===== src/rtl/seg7_scan_driver.sv =====
// seg7_scan_driver: tear-free 4-digit common-anode scan with dead-time and leading-zero blanking
module seg7_scan_driver #(
    parameter int DIV  = 50000,
    parameter int DEAD = 4
) (
    input  logic        gclk,
    input  logic        reset,
    input  logic [15:0] digits,
    input  logic [3:0]  dp,
    input  logic        lz_en,
    output logic [6:0]  seg,
    output logic        dp_n,
    output logic [3:0]  an,
    output logic        frame_start
);
    localparam int CW = $clog2(DIV);
    localparam logic [CW-1:0] LAST = CW'(DIV - 1);
    localparam logic [CW-1:0] DEAD_C = CW'(DEAD);

    logic          run;
    logic [CW-1:0] cnt, cnt_n;
    logic [1:0]    idx, idx_n;
    logic [15:0]   d_sh, d_nx;
    logic [3:0]    p_sh, p_nx;
    logic          lz_sh, lz_nx;
    logic          snap, b3, b2, b1, drive;
    logic [3:0]    blank, cur;
    logic [6:0]    code;

    function automatic logic [6:0] dec(input logic [3:0] v);
        case (v)
            4'd0: dec = 7'b1000000;
            4'd1: dec = 7'b1111001;
            4'd2: dec = 7'b0100100;
            4'd3: dec = 7'b0110000;
            4'd4: dec = 7'b0011001;
            4'd5: dec = 7'b0010010;
            4'd6: dec = 7'b0000010;
            4'd7: dec = 7'b1111000;
            4'd8: dec = 7'b0000000;
            4'd9: dec = 7'b0010000;
            default: dec = 7'b0111111;
        endcase
    endfunction

    // next scan position, frame snapshot and the pattern the coming cycle should show
    always_comb begin
        snap  = !run || (cnt == LAST && idx == 2'd3);
        cnt_n = (!run || cnt == LAST) ? '0 : cnt + 1'b1;
        idx_n = !run ? 2'd0 : (cnt == LAST ? idx + 2'd1 : idx);
        d_nx  = snap ? digits : d_sh;
        p_nx  = snap ? dp : p_sh;
        lz_nx = snap ? lz_en : lz_sh;
        b3    = lz_nx && d_nx[15:12] == 4'd0 && !p_nx[3];
        b2    = b3 && d_nx[11:8] == 4'd0 && !p_nx[2];
        b1    = b2 && d_nx[7:4] == 4'd0 && !p_nx[1];
        blank = {b3, b2, b1, 1'b0};
        cur   = d_nx[{idx_n, 2'b00} +: 4];
        code  = dec(cur);
        drive = cnt_n >= DEAD_C && !blank[idx_n];
    end

    // state and registered outputs; the first edge after reset starts frame 0
    always_ff @(posedge gclk or negedge reset) begin
        if (!reset) begin
            run         <= 1'b0;
            cnt         <= '0;
            idx         <= 2'd0;
            d_sh        <= '0;
            p_sh        <= '0;
            lz_sh       <= 1'b0;
            an          <= 4'hf;
            seg         <= 7'h7f;
            dp_n        <= 1'b1;
            frame_start <= 1'b0;
        end else begin
            run         <= 1'b1;
            cnt         <= cnt_n;
            idx         <= idx_n;
            d_sh        <= d_nx;
            p_sh        <= p_nx;
            lz_sh       <= lz_nx;
            an          <= drive ? ~(4'b0001 << idx_n) : 4'hf;
            seg         <= drive ? code : 7'h7f;
            dp_n        <= drive ? ~p_nx[idx_n] : 1'b1;
            frame_start <= snap;
        end
    end
endmodule


===== config.mk =====
export PLATFORM = sky130hd
export DESIGN_NAME = seg7_scan_driver
export DESIGN_NICKNAME = d
export VERILOG_FILES = /design/src/rtl/seg7_scan_driver.sv
export SDC_FILE = /design/constraint.sdc
export NUM_CORES = 1
export LEC_CHECK = 0
export ABC_AREA = 1
export CORE_MARGIN = 10
export CORE_UTILIZATION = 45
export CTS_BUF_LIST = sky130_fd_sc_hd__clkbuf_8
export DETAILED_ROUTE_END_ITERATION = 7
export PLACE_DENSITY = 0.62
export SYNTH_ARGS = -nofsm -noshare
export SYNTH_HDL_FRONTEND = slang
export SYNTH_SLANG_ARGS = --single-unit

===== constraint.sdc =====
create_clock -name gclk -period 4.22 [get_ports gclk]
set_clock_uncertainty 0.05 [all_clocks]
set_input_delay 0.422 -clock gclk [delete_from_list [all_inputs] [get_ports gclk]]
set_output_delay 0.422 -clock gclk [all_outputs]
set_load 0.01 [all_outputs]

Yosys cells after proc, flatten, opt, wreduce, memory -nomap -nowiden
Memories as Yosys holds them, arrays and structs flattened.
Index checks and enable logic that the tools add are counted.
{"block": "word_totals", "inputBits": 23, "n_memories": 1, "wordCells": 52, "reg_bits": 53, "output_inout_bits": 13, "rom_bits": 112}
{"block": "op_classes", "eq_ne": 2, "n_lt_le_gt_ge": 2, "n_mux": 13, "bitwise": 2, "n_addsub": 2, "shifts": 2, "reduce_logical": 18}
{"name": "(name not given)", "words": 16, "word_bits": 7, "rd": 1, "rd_ports_with_merged_regs": 0, "write_ports": 0, "line": "31", "rtl": "case (v)"}
{"op": "$mux W16", "n": 2}
{"op": "$add A16 B1 Y16 const B", "n": 1}
{"op": "$eq A16 B16 Y1 const B", "n": 1}
{"op": "$ge A16 B3 Y1 const B", "n": 1}
{"op": "$shiftx A16 B5 Y4", "n": 1}
{"op": "$logic_not A4 Y1", "n": 3}
{"op": "$logic_and A1 B1 Y1", "n": 8}
{"op": "$mux W4", "n": 2}
{"op": "$mux W7", "n": 1}
{"op": "$logic_not A1 Y1", "n": 5}
{"op": "$bmux W1 S2", "n": 2}
{"op": "$mux W1", "n": 4}
{"op": "$mux W2", "n": 2}
{"op": "$not A4 Y4", "n": 1}
{"op": "$shl A1 B2 Y4 const A", "n": 1}
{"op": "$lt A2 B3 Y1 const B", "n": 1}
{"op": "$add A2 B1 Y2 const B", "n": 1}
{"op": "$eq A2 B2 Y1 const B", "n": 1}
{"op": "$logic_or A1 B1 Y1", "n": 2}
{"op": "$not A1 Y1", "n": 1}

Depth between registers and ports, before layout
{"block": "logic_depth", "depth_word": 16, "mapped_depth": 19, "depth_no_buf": 19}

Worst setup path after synthesis
OpenSTA, ideal clock, no wires.
{"block": "synth_timing", "path_kind": "register to register", "from": "register cnt[0]", "to": "register seg[6]", "required_time_ps": 4088, "slack_ps": 1915, "setup_time_ps": 82, "synth_period_minus_slack_ps": 2305, "n_path_buf": 1, "stages_incl_launch_ff": 17, "arrival_ps": 2173, "cell_sequence": "dfrtp_1 -> ha_1 -> nand3_4 -> nor2_4 -> nand2_4 -> nand2_8 -> nand2_8 -> buf_8 -> nand2_2 -> nand2_2 -> nand2_1 -> nand2_2 -> nor2_4 -> inv_2 -> ha_1 -> o211ai_1 -> nand2_1"}
{"block": "synth_between", "elab_chain_cells": 16, "word_cells_on_any_way": 31, "cone_classes": "1 x add/sub; 1 x order compare; 1 x eq/ne; 1 x shift; 9 x mux; 17 x reduce/logical; 1 x memory"}
{"element": "start: declaration", "line": "21", "rtl": "logic [CW-1:0] cnt, cnt_n;"}
{"element": "start signal: assignment", "line": "78", "rtl": "cnt <= cnt_n;"}
{"element": "$eq A16 B16 Y1 (*)", "line": "48", "rtl": "snap = !run || (cnt == LAST && idx == 2'd3);"}
{"element": "$logic_and A1 B1 Y1 (*)", "line": "48"}
{"element": "$logic_or A1 B1 Y1 (*)", "line": "48"}
{"element": "$mux W16 (*)", "line": "51", "rtl": "d_nx = snap ? digits : d_sh;"}
{"element": "via d_nx[13]", "line": "23", "rtl": "logic [15:0] d_sh, d_nx;"}
{"element": "parallel branches: the longest is 11 deep, another holds $mem_v2 Z16 W7"}
{"element": "$mux W7 (*)", "line": "84", "rtl": "seg <= drive ? code : 7'h7f;"}
{"element": "end signal: assignment", "line": "84"}
{"element": "end: declaration", "line": "11", "rtl": "output logic [6:0] seg,"}
Mark *: on every way through the listed nets, which the timed path passes. The select of a mux whose other input is x is not followed.

Final worst setup path
{"block": "layout_timing", "from": "register run", "to": "register seg[3]"}
{"block": "layout_between", "word_cells_on_any_way": 28, "cone_classes": "1 x order compare; 1 x shift; 8 x mux; 17 x reduce/logical; 1 x memory"}
{"element": "start: declaration", "line": "20", "rtl": "logic run;"}
{"element": "start signal: assignment", "line": "66", "rtl": "run <= 1'b0;"}
{"element": "start signal: assignment", "line": "77", "rtl": "run <= 1'b1;"}
{"element": "$logic_not A1 Y1"}
{"element": "$logic_or A1 B1 Y1", "line": "48"}
{"element": "via snap", "line": "26", "rtl": "logic snap, b3, b2, b1, drive;"}
{"element": "$mux W16", "line": "51"}
{"element": "via d_nx[0]", "line": "23"}
{"element": "$shiftx A16 B5 Y4", "line": "58", "rtl": "cur = d_nx[{idx_n, 2'b00} +: 4];"}
{"element": "$mem_v2 Z16 W7"}
{"element": "$mux W7", "line": "84"}
The timed path passes the listed nets, and every way through them passes these cells. The select of a mux whose other input is x is not followed.

==> results.json <==
{
  "cts_tree": "done",
  "ir_worst_vdd_mv": 0.167,
  "syn_area_sq_um": 3150,
  "clock_sinks": 53,
  "track_usage_pct": 14.1,
  "p_clk_share_pct": 31.4,
  "max_stage_delay_ns": 0.74,
  "netSwitchingPower_w": 0.000284,
  "setup_viol": 0,
  "die_x_microns": 104,
  "final_cells": 534,
  "ys_ff_latch": 53,
  "hold_start": "d_sh[12]$_DFF_PN0_",
  "start_kind": "flop",
  "synth_edf_count": 0,
  "cp_max_fo": 20,
  "die-area_sq_um": 10800,
  "synth_top_area_share_pct": 32.6,
  "p_leak_nw": 1.82,
  "stdcell_area_sq_um": 3670,
  "setup_tns_ns": 0,
  "min_path_type": "reg2reg",
  "avgSynthCellArea_sq_um": 7.88,
  "die_h_microns": 104,
  "path_clk_slew_ns": 0.09,
  "postCtsResizedCells": 0,
  "yosysUniqueCellTypes": 33,
  "power.share.sequential_pct": 51.7,
  "fillers": 669,
  "fin_nets": 467,
  "p_int_w": 0.000786,
  "share_comb_of_total_power_pct": 16.9,
  "drv_cap": 0,
  "dp_hpwl_mm": 5.73,
  "core-area_sq_um": 6790,
  "synth_top_cells_by_count": "nand2_1 (107), inv_1 (53), nand3_1 (45)",
  "path_class": "reg2reg",
  "ios": 36,
  "dr.pass1.iters": 4,
  "utilization_pct": 54.0,
  "post-synth-top-count-cell": "nand2_1",
  "diodes": 0,
  "cp_slowest_cell": "dfrtp_1",
  "fin_crit_sh_pct": 63.7,
  "routed-via-count": 2536,
  "critical_path_arrival_ns": 2.87,
  "drt-vias-per-instance": 4.75,
  "htreeDepth": 2,
  "grt_pass1_wl_mm": 12.8,
  "grt_pass1_vias": 2663,
  "end_kind": "flop",
  "finalCriticalPeriod_ns": 2.69,
  "reg2reg_from": "run$_DFF_PN0_",
  "syn_nets": 430,
  "crit_chain": "nand2_2 -> nand2_8 -> inv_1 -> nand2_1 -> nand2_1 -> nand2_1 -> nand2_1 -> nor2_2 -> inv_1 -> ha_1 -> inv_1 -> nand2_1 -> nand3_1 -> nand4_1",
  "reg2reg_slack_ns": 1.53,
  "antenna_found_initial": 0,
  "outcome": "completed",
  "drt-total-wl_mm": 7.29,
  "routedWlPerCell_microns": 13.6,
  "port-buffer-count": 35,
  "r2r_cells": 14,
  "globalRouteOverflowTotal": 0,
  "gp_congestion": 0.923,
  "powerDensity_nw_per_um2": 292,
  "clk_latency_ns": 0.30,
  "synth_ff_type": "dfrtp_1",
  "tightest_slew_ns": 0.610,
  "worstReg2RegEnd": "seg[3]$_DFF_PN1_",
  "yosys.area.top_type": "dfrtp_1",
  "drc": 0,
  "syn_inst": 400,
  "area_delta_synth_final_pct": 16.4,
  "cpMostUsedCell": "nand2_1",
  "ys_top_cells_by_area": "dfrtp_1 (33%), nand2_1 (13%), dfstp_2 (10%)",
  "final_antenna_net_count": 0,
  "crit_required_ns": 4.40,
  "row_count": 30,
  "slew-limit-headroom_pct": 59.3,
  "hold_slack_ns": 0.450,
  "dpl-instance-area_sq_um": 3550,
  "start_util_pct": 46.4,
  "maxSlewViolCount": 0,
  "placed_cells": 525,
  "max_freq_mhz": 372,
  "grt_max_degree": 40,
  "rsz0062_at_grt": "false",
  "drt-initial-drc-count": 84,
  "hold_violations": 0,
  "min_path_cells": 2,
  "async_flop_share_pct": 100,
  "cts-root-buf": "clkbuf_8",
  "sw_frac_of_total_pct": 26.6,
  "cts.path.max_buffers": 2,
  "layout-drive-gt1-share_pct": 17.6,
  "cts_buffers": 5,
  "whs_endpoint": "d_sh[12]$_DFF_PN0_",
  "yosysSeqAreaShare_pct": 42.6,
  "yosys_warnings": 0
}
per-layer routing:
| metal | vias to the layer above | part of all wire [%] | global-route usage, % |
|---|---|---|---|
| met5 | - | 0 | 0 |
| met4 | 0 | 2.3 | 4.87 |
| met3 | 12 | 3.9 | 3.10 |
| met2 | 39 | 50 | 24.5 |
| met1 | 1169 | 43 | 16.6 |
| li1 | 1316 | - | - |
critical path: cells and delay by family, from the launching register on:
family	cells	cell delay, ns
fa+ha+maj	1	0.18
buf+inv	3	0.26
flops	1	0.74
simple gates	10	1.38
power by group through the flow:
stage / logic, W / clock network (W) / registers (W)
2_1_floorplan: 0.000118 / 0 / 0.000563
5_1_grt: 0.000206 / 0.000377 / 0.000557
3_5_place_dp: 0.000181 / 0 / 0.000563
3_3_place_gp: 0.000181 / 0 / 0.000563
6_report: 0.000180 / 0.000336 / 0.000553
4_1_cts: 0.000183 / 0.000350 / 0.000554
kinds of logic after synthesis:
group,Yosys count,synth area share [%]
and+or+nand+nor,254,41.3
buffers and inverters,70,9.88
DFF,53,42.6
AOI/OAI and AO/OA,11,2.26
adders and majority gates,7,2.78
xor gates and xnor gates,4,1.11
other,1,0.119
layout by cell type, fill, tap and decap left out:
master / netlist / final
xor2_1: 4 / 4
inv_1: 53 / 53
inv_2: 10 / 10
ha_1: 7 / 7
a22oi_1: 1 / 1
nor2_1: 37 / 37
nand2_1: 107 / 107
conb_1: 1 / 1
clkinvlp_4: 0 / 1
nor2_4: 5 / 5
nand3_4: 4 / 4
buf_2: 2 / 1
nand4_1: 9 / 9
nand2_4: 2 / 2
clkbuf_8: 0 / 5
o21ai_0: 4 / 4
dfrtp_1: 41 / 41
clkinv_1: 0 / 1
o21bai_2: 1 / 1
nand3b_1: 6 / 6
nor2_2: 7 / 7
nand3_2: 1 / 1
nand3_1: 45 / 45
or2_2: 4 / 4
dfstp_2: 12 / 12
nand3b_4: 1 / 1
nor3b_1: 1 / 1
bufinv_16: 0 / 1
nor3_1: 4 / 4
dlygate4sd3_1: 0 / 1
a21oi_1: 2 / 2
clkdlybuf4s50_1: 0 / 34
nand2_2: 19 / 19
buf_4: 1 / 1
nand2_8: 2 / 2
o211ai_1: 3 / 3
sequential cells by signal, summed over array words and instances, names as in the netlist:
register / count
an: 4
cnt: 16
d_sh: 16
dp_n: 1
frame_start: 1
idx: 2
lz_sh: 1
p_sh: 4
run: 1
seg: 7
metrics by stage:
stage          power [W]  worst slack, ns
2_1_floorplan   0.000680             1.91
3_3_place_gp    0.000745             1.61
5_1_grt          0.00114             1.16
3_5_place_dp    0.000745             1.54
4_1_cts          0.00109             1.53
6_report         0.00107             1.53
worst max-delay path by stage:
| stage | start | to | cells after the start |
|---|---|---|---|
| 3_5_place_dp | run$_DFF_PN0_ | seg[6]$_DFF_PN1_ | 12 |
| 5_1_grt | run$_DFF_PN0_ | seg[6]$_DFF_PN1_ | 12 |
| 3_3_place_gp | run$_DFF_PN0_ | seg[3]$_DFF_PN1_ | 14 |
| 4_1_cts | run$_DFF_PN0_ | seg[6]$_DFF_PN1_ | 12 |
| 2_1_floorplan | cnt[0]$_DFF_PN0_ | seg[6]$_DFF_PN1_ | 16 |
| 6_report | run$_DFF_PN0_ | seg[3]$_DFF_PN1_ | 14 |
cell type report:
cell class,count,area [sq um],share of cell area [%]
inverter,63,236,6.44
multi-input combinational,277,1500,40.8
clock inverter,3,41.3,1.13
clock buffer,5,68.8,1.88
sequential,53,1340,36.5
timing repair buffer,37,363,9.89
tap,96,120,3.27
repair_timing:
action	CTS	global route
setup buffers	0	0
hold buffers	1	0
hold endpoints to repair	14	0
Power figures use the tool's default switching activity.
